**src/rtl/mem_bus_ctrl_if.sv**
```systemverilog
// Request/response and external memory signals of the memory bus controller.
// The controller uses the slave view; the environment drives the master view.
interface mem_bus_ctrl_if;
  logic        rd_req;
  logic        wr_req;
  logic [15:0] addr;
  logic [15:0] wdata;
  logic [15:0] rdata;
  logic        busy;
  logic        done;
  logic        err;
  logic [15:0] mem_addr;
  logic [15:0] mem_wdata;
  logic        mem_rd;
  logic        mem_wr;
  logic [15:0] mem_rdata;
  logic        mem_ready;

  modport slave (
    input  rd_req, wr_req, addr, wdata, mem_rdata, mem_ready,
    output rdata, busy, done, err, mem_addr, mem_wdata, mem_rd, mem_wr
  );

  modport master (
    output rd_req, wr_req, addr, wdata, mem_rdata, mem_ready,
    input  rdata, busy, done, err, mem_addr, mem_wdata, mem_rd, mem_wr
  );
endinterface

```
**src/rtl/mem_bus_ctrl.sv**
```systemverilog
// Memory bus controller: one read/write per transaction, strobes held for a minimum
// wait plus ready handshake, with timeout abort and registered done/err/rdata status.
module mem_bus_ctrl #(
  parameter int unsigned MIN_WAIT = 2,
  parameter int unsigned TIMEOUT  = 64
) (
  input  logic          clk,
  input  logic          reset,
  mem_bus_ctrl_if.slave bus
);

  localparam logic [1:0] S_IDLE   = 2'd0;
  localparam logic [1:0] S_SETUP  = 2'd1;
  localparam logic [1:0] S_ACCESS = 2'd2;
  localparam logic [1:0] S_DONE   = 2'd3;

  localparam logic [8:0] MIN_WAIT_C = 9'(MIN_WAIT);
  localparam logic [7:0] CNT_LAST   = 8'(TIMEOUT - 1);

  logic [1:0]  state_q, state_d;
  logic [7:0]  cnt_q, cnt_d;
  logic        is_wr_q, is_wr_d;
  logic [15:0] rdata_q, rdata_d;
  logic [15:0] mem_addr_q, mem_addr_d;
  logic [15:0] mem_wdata_q, mem_wdata_d;
  logic        err_q, err_d;
  logic        busy_q, busy_d;
  logic        done_q, done_d;
  logic        mem_rd_q, mem_rd_d;
  logic        mem_wr_q, mem_wr_d;
  logic        complete;
  logic        timeout;

  always_comb begin
    // cnt_q >= MIN_WAIT, evaluated one bit wider so MIN_WAIT=0 is handled uniformly
    complete    = bus.mem_ready && ((9'(cnt_q) + 9'd1) > MIN_WAIT_C);
    timeout     = !complete && (cnt_q == CNT_LAST);
    state_d     = state_q;
    cnt_d       = cnt_q;
    is_wr_d     = is_wr_q;
    rdata_d     = rdata_q;
    mem_addr_d  = mem_addr_q;
    mem_wdata_d = mem_wdata_q;
    err_d       = err_q;

    case (state_q)
      S_IDLE: begin
        if (bus.rd_req || bus.wr_req) begin
          mem_addr_d = bus.addr;
          is_wr_d    = bus.wr_req;
          if (bus.wr_req) begin
            mem_wdata_d = bus.wdata;
          end
          err_d   = 1'b0;
          state_d = S_SETUP;
        end
      end
      S_SETUP: begin
        cnt_d   = '0;
        state_d = S_ACCESS;
      end
      S_ACCESS: begin
        if (complete) begin
          if (!is_wr_q) begin
            rdata_d = bus.mem_rdata;
          end
          state_d = S_DONE;
        end else if (timeout) begin
          if (!is_wr_q) begin
            rdata_d = 16'hFFFF;
          end
          err_d   = 1'b1;
          state_d = S_DONE;
        end else begin
          cnt_d = cnt_q + 8'd1;
        end
      end
      S_DONE: begin
        state_d = S_IDLE;
      end
      default: begin
        state_d = S_IDLE;
      end
    endcase

    // Status and strobes are decoded from the next state so they come straight off flops
    busy_d   = (state_d == S_SETUP) || (state_d == S_ACCESS);
    done_d   = (state_d == S_DONE);
    mem_rd_d = (state_d == S_ACCESS) && !is_wr_d;
    mem_wr_d = (state_d == S_ACCESS) && is_wr_d;
  end

  always_ff @(posedge clk or negedge reset) begin
    if (!reset) begin
      state_q     <= S_IDLE;
      cnt_q       <= '0;
      is_wr_q     <= 1'b0;
      rdata_q     <= '0;
      mem_addr_q  <= '0;
      mem_wdata_q <= '0;
      err_q       <= 1'b0;
      busy_q      <= 1'b0;
      done_q      <= 1'b0;
      mem_rd_q    <= 1'b0;
      mem_wr_q    <= 1'b0;
    end else begin
      state_q     <= state_d;
      cnt_q       <= cnt_d;
      is_wr_q     <= is_wr_d;
      rdata_q     <= rdata_d;
      mem_addr_q  <= mem_addr_d;
      mem_wdata_q <= mem_wdata_d;
      err_q       <= err_d;
      busy_q      <= busy_d;
      done_q      <= done_d;
      mem_rd_q    <= mem_rd_d;
      mem_wr_q    <= mem_wr_d;
    end
  end

  assign bus.rdata     = rdata_q;
  assign bus.busy      = busy_q;
  assign bus.done      = done_q;
  assign bus.err       = err_q;
  assign bus.mem_addr  = mem_addr_q;
  assign bus.mem_wdata = mem_wdata_q;
  assign bus.mem_rd    = mem_rd_q;
  assign bus.mem_wr    = mem_wr_q;

endmodule

```
**src/flat_wrapper.sv**
```systemverilog
// flat-port wrapper written by rule: the top's interface ports become plain ports
module mem_bus_ctrl_flat 
#(
  parameter int unsigned MIN_WAIT = 2,
  parameter int unsigned TIMEOUT  = 64
)
  (clk, reset, bus_rd_req, bus_wr_req, bus_addr, bus_wdata, bus_mem_rdata, bus_mem_ready, bus_rdata, bus_busy, bus_done, bus_err, bus_mem_addr, bus_mem_wdata, bus_mem_rd, bus_mem_wr);
  mem_bus_ctrl_if bus_i ();
  input  logic clk;
  input  logic reset;
  input wire logic [$bits(bus_i.rd_req)-1:0] bus_rd_req;
  input wire logic [$bits(bus_i.wr_req)-1:0] bus_wr_req;
  input wire logic [$bits(bus_i.addr)-1:0] bus_addr;
  input wire logic [$bits(bus_i.wdata)-1:0] bus_wdata;
  input wire logic [$bits(bus_i.mem_rdata)-1:0] bus_mem_rdata;
  input wire logic [$bits(bus_i.mem_ready)-1:0] bus_mem_ready;
  output wire logic [$bits(bus_i.rdata)-1:0] bus_rdata;
  output wire logic [$bits(bus_i.busy)-1:0] bus_busy;
  output wire logic [$bits(bus_i.done)-1:0] bus_done;
  output wire logic [$bits(bus_i.err)-1:0] bus_err;
  output wire logic [$bits(bus_i.mem_addr)-1:0] bus_mem_addr;
  output wire logic [$bits(bus_i.mem_wdata)-1:0] bus_mem_wdata;
  output wire logic [$bits(bus_i.mem_rd)-1:0] bus_mem_rd;
  output wire logic [$bits(bus_i.mem_wr)-1:0] bus_mem_wr;
  assign bus_i.rd_req = bus_rd_req;
  assign bus_i.wr_req = bus_wr_req;
  assign bus_i.addr = bus_addr;
  assign bus_i.wdata = bus_wdata;
  assign bus_i.mem_rdata = bus_mem_rdata;
  assign bus_i.mem_ready = bus_mem_ready;
  assign bus_rdata = bus_i.rdata;
  assign bus_busy = bus_i.busy;
  assign bus_done = bus_i.done;
  assign bus_err = bus_i.err;
  assign bus_mem_addr = bus_i.mem_addr;
  assign bus_mem_wdata = bus_i.mem_wdata;
  assign bus_mem_rd = bus_i.mem_rd;
  assign bus_mem_wr = bus_i.mem_wr;
  mem_bus_ctrl #(.MIN_WAIT(MIN_WAIT), .TIMEOUT(TIMEOUT)) u_core (.clk(clk), .reset(reset), .bus(bus_i));
endmodule
```
**config.mk**
```make
export PLATFORM = sky130hd
export DESIGN_NAME = mem_bus_ctrl_flat
export DESIGN_NICKNAME = d
export VERILOG_FILES = /design/src/rtl/mem_bus_ctrl_if.sv /design/src/rtl/mem_bus_ctrl.sv /design/src/flat_wrapper.sv
export SDC_FILE = /design/constraint.sdc
export NUM_CORES = 1
export LEC_CHECK = 0
export CORE_ASPECT_RATIO = 2
export CORE_MARGIN = 5
export CORE_UTILIZATION = 40
export DETAILED_ROUTE_END_ITERATION = 16
export PLACE_DENSITY = 0.71
export REMOVE_ABC_BUFFERS = 1
export SLEW_MARGIN = 10
export SYNTH_ARGS = -nofsm -noshare
export SYNTH_HDL_FRONTEND = slang
export SYNTH_SLANG_ARGS = --single-unit
```
**constraint.sdc**
```tcl
create_clock -name clk -period 5.7 [get_ports clk]
set_input_delay 1.14 -clock clk [delete_from_list [all_inputs] [get_ports clk]]
set_output_delay 1.14 -clock clk [all_outputs]
set_load 0.01 [all_outputs]
```
==> out/metrics.cfg <==
[clock_tree]
path_clk_slew_ns = 0.05
cts_resized = 0
cts_setup_buffers = 0
cts_max_level = 3
holdBufCountCts = 0
cts_tree = built
ctsRootBufferMaster = clkbuf_16
cts.sinks = 64
clk_latency_ns = 0.32
cts_max_path_buffers = 2
cts_buffers = 9

[timing]
hold_viol_final = 0
finClkSkew_ns = 0.00564
fin_crit_ns = 2.55
fin_tns_setup_ns = 0
max_slew_margin_pct = 47.3
rsz0062_at_grt = false
slew_violations = 0
fin_crit_sh_pct = 44.7
worstMarginPinSlew_ns = 0.791
finalSetupViolations = 0
max_freq_mhz = 392

[worst_setup_path]
worstSetupStartpointType = flop
cp_slowest_cell = or2_1
critPathTopFamily = compound AO/OA/AOI/OAI gates
critPathMaxStageDelay_ns = 0.53
cp-startpoint = u_core.cnt_q[0]
reg2reg_slack_ns = 3.15
rr_startpoint = u_core.cnt_q[0]
path_buf_inv = 0
required_ns = 5.95
timing.critical_path.cells = ha_1 > a21boi_1 > a21oi_1 > o32a_1 > o31ai_4 > or2_1 > o22a_1
crit_fanout = 16
critPathArrivalTime_ns = 2.80
endpoint_kind = flop
worstSetupPathType = reg2reg

[power]
p_sw_share_pct = 30.6
combPwrFrac_pct = 42.9
power.switching_mw = 0.697
p_total_mw = 2.28
powerDensity_mw_per_mm2 = 553
p_leak_nw = 1.67
peakVddDrop_v = 0.000278
pwr-share-clk_pct = 23.8
seqPwrFrac_pct = 33.3
internal-power_mw = 1.58

[route]
wl_mm = 6.90
vias = 2022
drc = 0
drtPass1Iterations = 4
vias_per_cell = 5.02
drt_iter0_drc = 62
avgRoutedWirePerCell_um = 17.1
antenna_left = 0

[final_layout]
layout_commonest_cell = clkdlybuf4s50_1
postLayoutCellArea_sq_mm = 0.00412
diodes = 0
drive_gt1_share_pct = 18.1
fillCellCount = 566
final_nets = 369
regArea_sq_mm = 0.00160
final_cell_mix = 104 x clkdlybuf4s50_1, 64 x dfrtp_1, 32 x mux2_2, 16 x o22a_1, 10 x nand2_1
syn_to_final_growth_pct = 52.7
post-route-util_pct = 62.2
multi_input_area_sq_mm = 0.00102

[global_route]
grt.total_usage_pct = 17.1
antenna_found_initial = 0
grt_pass1_wl_mm = 10.7
grt_pass1_vias = 2163
grt_max_degree = 65
grt_overflow = 0

[hold_path]
hp-start = u_core.bus.rdata[15]
hp-class = reg2reg

[synthesis]
syn_area_sq_mm = 0.00270
yosys_warnings = 0
synth.avg_cell_area_sq_um = 13.6
synthArstFlopShare_pct = 100
ys_seq_elements = 64
synth_edf_count = 0
ys.flop_type = dfrtp_1
synthDistinctLibCells = 39
synth-seq-area-share_pct = 59.4
syn-instance-count = 198

[place]
io_buffers = 105
hpwl_mm = 5.37
gp_congestion = 0.818
place_area_sq_mm = 0.00382

[floorplan]
die_y_um = 126
die_w_um = 68.1
initial_core_util_pct = 40.7
rows = 42
ios = 106
core_sq_mm = 0.00662
die_area_sq_mm = 0.00859

[outcome]
outcome = completed

[job]
cap_violations = 0

## per-stage QoR
step                hold WS (ns)  setup slack, ns  cells
floorplan                  0.466             3.27    192
CTS                        0.488             3.12    403
finish                     0.484             3.15    403
detailed placement         0.476             2.85    387
global route               0.508             2.93    403
global placement           0.471             2.94    387
## final cells by class
type | count | area share (%)
clock buffers | 14 | 6.41
clock inverters | 2 | 0.911
inverters | 8 | 0.729
multi-input cells | 120 | 24.7
flip-flops and latches | 64 | 38.9
well taps | 88 | 2.67
repair buffers | 107 | 25.8
## power groups by stage
stage / sequential (mW) / clock, mW / combinational, mW
after floorplan: 0.840 / 0 / 0.386
after global routing: 0.782 / 0.575 / 1.05
after detailed placement: 0.768 / 0 / 0.995
final: 0.759 / 0.541 / 0.977
after global placement: 0.760 / 0 / 0.973
after CTS: 0.761 / 0.554 / 0.998
## cell usage after synthesis (2+ instances only)
library cell   n  area share [%]
o22ai_1        2            0.46
mux2_2        32              13
o31ai_1        5             1.4
mux2i_1        2            0.74
o21ai_0        3            0.56
nand2_1       10             1.4
nand2b_1       3            0.70
clkbuf_1       3            0.42
nand3_1        5            0.93
inv_1          8             1.1
o311ai_0       2            0.65
o22a_1        16             5.2
nor2b_1        2            0.46
a31oi_1        2            0.46
nor2_1         7            0.97
ha_1           6             2.8
a21oi_1        2            0.37
and2_1         4            0.93
dfrtp_1       64              59
## logic make-up (layout without fill, tap and decap cells)
group	after synthesis	after routing	synth area share, %
AOI/OAI and AO/OA	42	42	12.7
adders and majority gates	6	6	2.78
buffers and inverters	14	131	2.97
DFF	64	64	59.4
muxes	35	35	14.9
and+or+nand+nor	37	37	7.28
## per-layer routing
layer	part of all wire, %	routed length [um]	GRT usage (%)	vias up
met3	4.8	333	3.92	16
met4	3.4	235	8.21	0
met2	60	4120	32.4	62
met1	32	2220	16.0	1002
li1	-	-	-	942
met5	0	0	0	-
## state kept, by name, summed over array words and instances (netlist names)
| name | flops |
|---|---|
| u_core.bus.rdata | 16 |
| u_core.bus.mem_wdata | 16 |
| u_core.state_q | 2 |
| u_core.bus.err | 1 |
| u_core.bus.busy | 1 |
| u_core.is_wr_q | 1 |
| u_core.bus.mem_wr | 1 |
| u_core.bus.mem_addr | 16 |
| u_core.bus.done | 1 |
| u_core.bus.mem_rd | 1 |
| u_core.cnt_q | 8 |
## final timing paths
kind	cells past startpoint	end
min in group asynchronous	2	u_core.bus.mem_addr[11]
min	1	u_core.bus.rdata[15]
max	7	u_core.bus.rdata[2]
max in group asynchronous	2	u_core.bus.mem_rd
max reg2reg	7	u_core.bus.rdata[2]
min reg2reg	1	u_core.bus.rdata[15]
(Power assumes the default switching activity.)
==> RTL change: new RTL, same settings <==
Make the reset (`reset`) synchronous in one clocked block.
--- a/src/rtl/mem_bus_ctrl.sv
+++ b/src/rtl/mem_bus_ctrl.sv
@@ -90,7 +90,7 @@
     mem_wr_d = (state_d == S_ACCESS) && is_wr_d;
   end
 
-  always_ff @(posedge clk or negedge reset) begin
+  always_ff @(posedge clk) begin
     if (!reset) begin
       state_q     <= S_IDLE;
       cnt_q       <= '0;
Behaviour: differs if reset is asserted again (counterexample within 4 cycles, from zero or initial values and one cycle with reset low); with reset held inactive, the same outputs for 10 cycles.
==> RTL change against the unedited design <==
- cell count rose by 22%
- area after synthesis is 0.74% lower
- sequential cell count unchanged
- register-to-register slack worse by 330 ps
- total power shrank 25%
- routed wire length is 12% higher
- worst setup slack worse by 760 ps
- non-clock buffer count up 1
- critical path depth did not move
- first-iteration DRC count is 65% higher
- count of clock-buffer cells in the layout is 3 lower
- design area is 0.61% lower
- largest power group is now clock
==> RTL change: results (changes against the unedited design) <==
wl on met1: 2890 µm (was 2220 µm)
global-route wire length before repair: 12,100 µm (was 10,700 µm)
Seq pwr share: 0.322 (was 0.333)
H-tree Lvls: 3 (unchanged)
Slew Viols, Final: 0 (unchanged)
Pwr Density: 418 nW/µm² (was 553 nW/µm²)
HPWL Detailed: 5700 µm (was 5370 µm)
filler cell count: 572 (was 566)
clock share of power: 0.374 (was 0.238)
Iter 0 DRT Violations: 102 (was 62)
clk_skew: 5.03 ps (was 5.64 ps)
crit path DAT: 3570 ps (was 2800 ps)
VDD IR-drop max: 0.364 mV (was 0.278 mV)
synth cell count leaders: nand2_1, dfxtp_1, a21oi_1, o221a_1, clkbuf_1 (was dfrtp_1, mux2_2, o22a_1, nand2_1, inv_1)
outcome: finished clean (unchanged)
Vias/cell: 5.16 (was 5.02)
gpl congestion: 0.812 (was 0.818)
final net count: 457 (was 369)
Global Route Usage Sum: 0.186 (was 0.171)
met2 WL: 4240 µm (was 4120 µm)
pin count of the biggest net entering global routing: 27 (was 65)
WL met3: 440 µm (was 333 µm)
max_slew headroom: 0.327 (was 0.473)
Top FF cell, synth: dfxtp_1 (was dfrtp_1)
CP top delay family: simple AND/OR/NAND/NOR gates (was compound AO/OA/AOI/OAI gates)
layout cells sized above 1: 0.0794 (was 0.181)
P_leak: 1.54 nW (was 1.67 nW)
drt wl/cell: 15.8 µm (was 17.1 µm)
largest cells by area after synthesis: dfxtp_1, nand2_1, o221a_1 (was dfrtp_1, mux2_2, o22a_1)
distinct cell type count after synthesis: 49 (was 39)
Seq/Total Area, Yosys: 0.479 (was 0.594)
Worst path slowest cell: nor3_2 (was or2_1)
Sw Ratio: 0.298 (was 0.306)
placed cell area: 3740 µm² (was 3820 µm²)
Placement Setup Slack: 2100 ps (was 2850 ps)
asr flop ratio synth: 0 (was 1.00)
Max stage delay on crit path: 780 ps (was 530 ps)
==> RTL change: cell count changes in the layout (fill, tap and decap cells not counted), moves of 5 or more <==
cell,before,now
nor2_1,7,13
dfxtp_1,0,64
mux2_2,32,2
o22a_1,16,0
dfrtp_1,64,0
o31ai_1,5,0
nand2_1,10,76
o221a_1,0,16
and3_1,0,6
a21oi_1,2,35
==> RTL change: layer usage <==
layer,vias to the layer above,global-route usage
met1,1173,0.191
met3,15,0.0428
met2,83,0.339
li1,1262,-
met5,-,0
met4,0,0.0844
==> RTL change: path summary, 6_finish.rpt <==
path	slack (ps)	cells past startpoint	end	startpoint
worst max-delay path	2390	7	u_core.bus.rdata[13]	bus_mem_ready
worst min register to register	450	2	u_core.bus.mem_addr[8]	u_core.bus.mem_addr[8]
worst min-delay path	450	2	u_core.bus.mem_addr[8]	u_core.bus.mem_addr[8]
worst max register to register	2820	7	u_core.bus.rdata[13]	u_core.cnt_q[0]
==> RTL change: logic make-up after synthesis <==
family,synth area share
AOI/OAI and AO/OA,0.221
adders and majority gates,0.0280
and+or+nand+nor,0.209
muxes,0.00841
buffers and inverters,0.0547
DFF,0.479
==> RTL change: worst min-delay path: stages (launching register included) <==
cell	delay, ps
dfxtp_1	300
nand2_1	50
a21oi_1	50
==> RTL change: through the flow <==
step	std cells	hold WS [ps]	util
finish	491	453	0.623
detailed placement	475	446	0.569
CTS	491	453	0.623
floorplan	279	481	-
global placement	475	441	0.569
global route	491	464	0.623
==> RTL change: final cells by class <==
type	instances	area, µm²	area share
sequential	64	1280	0.313
multi-input combinational	209	1250	0.306
timing repair buffer	108	1070	0.262
clock buffer	11	253	0.0617
tap	88	110	0.0269
clock inverter	5	103	0.0251
inverter	6	22.5	0.00550
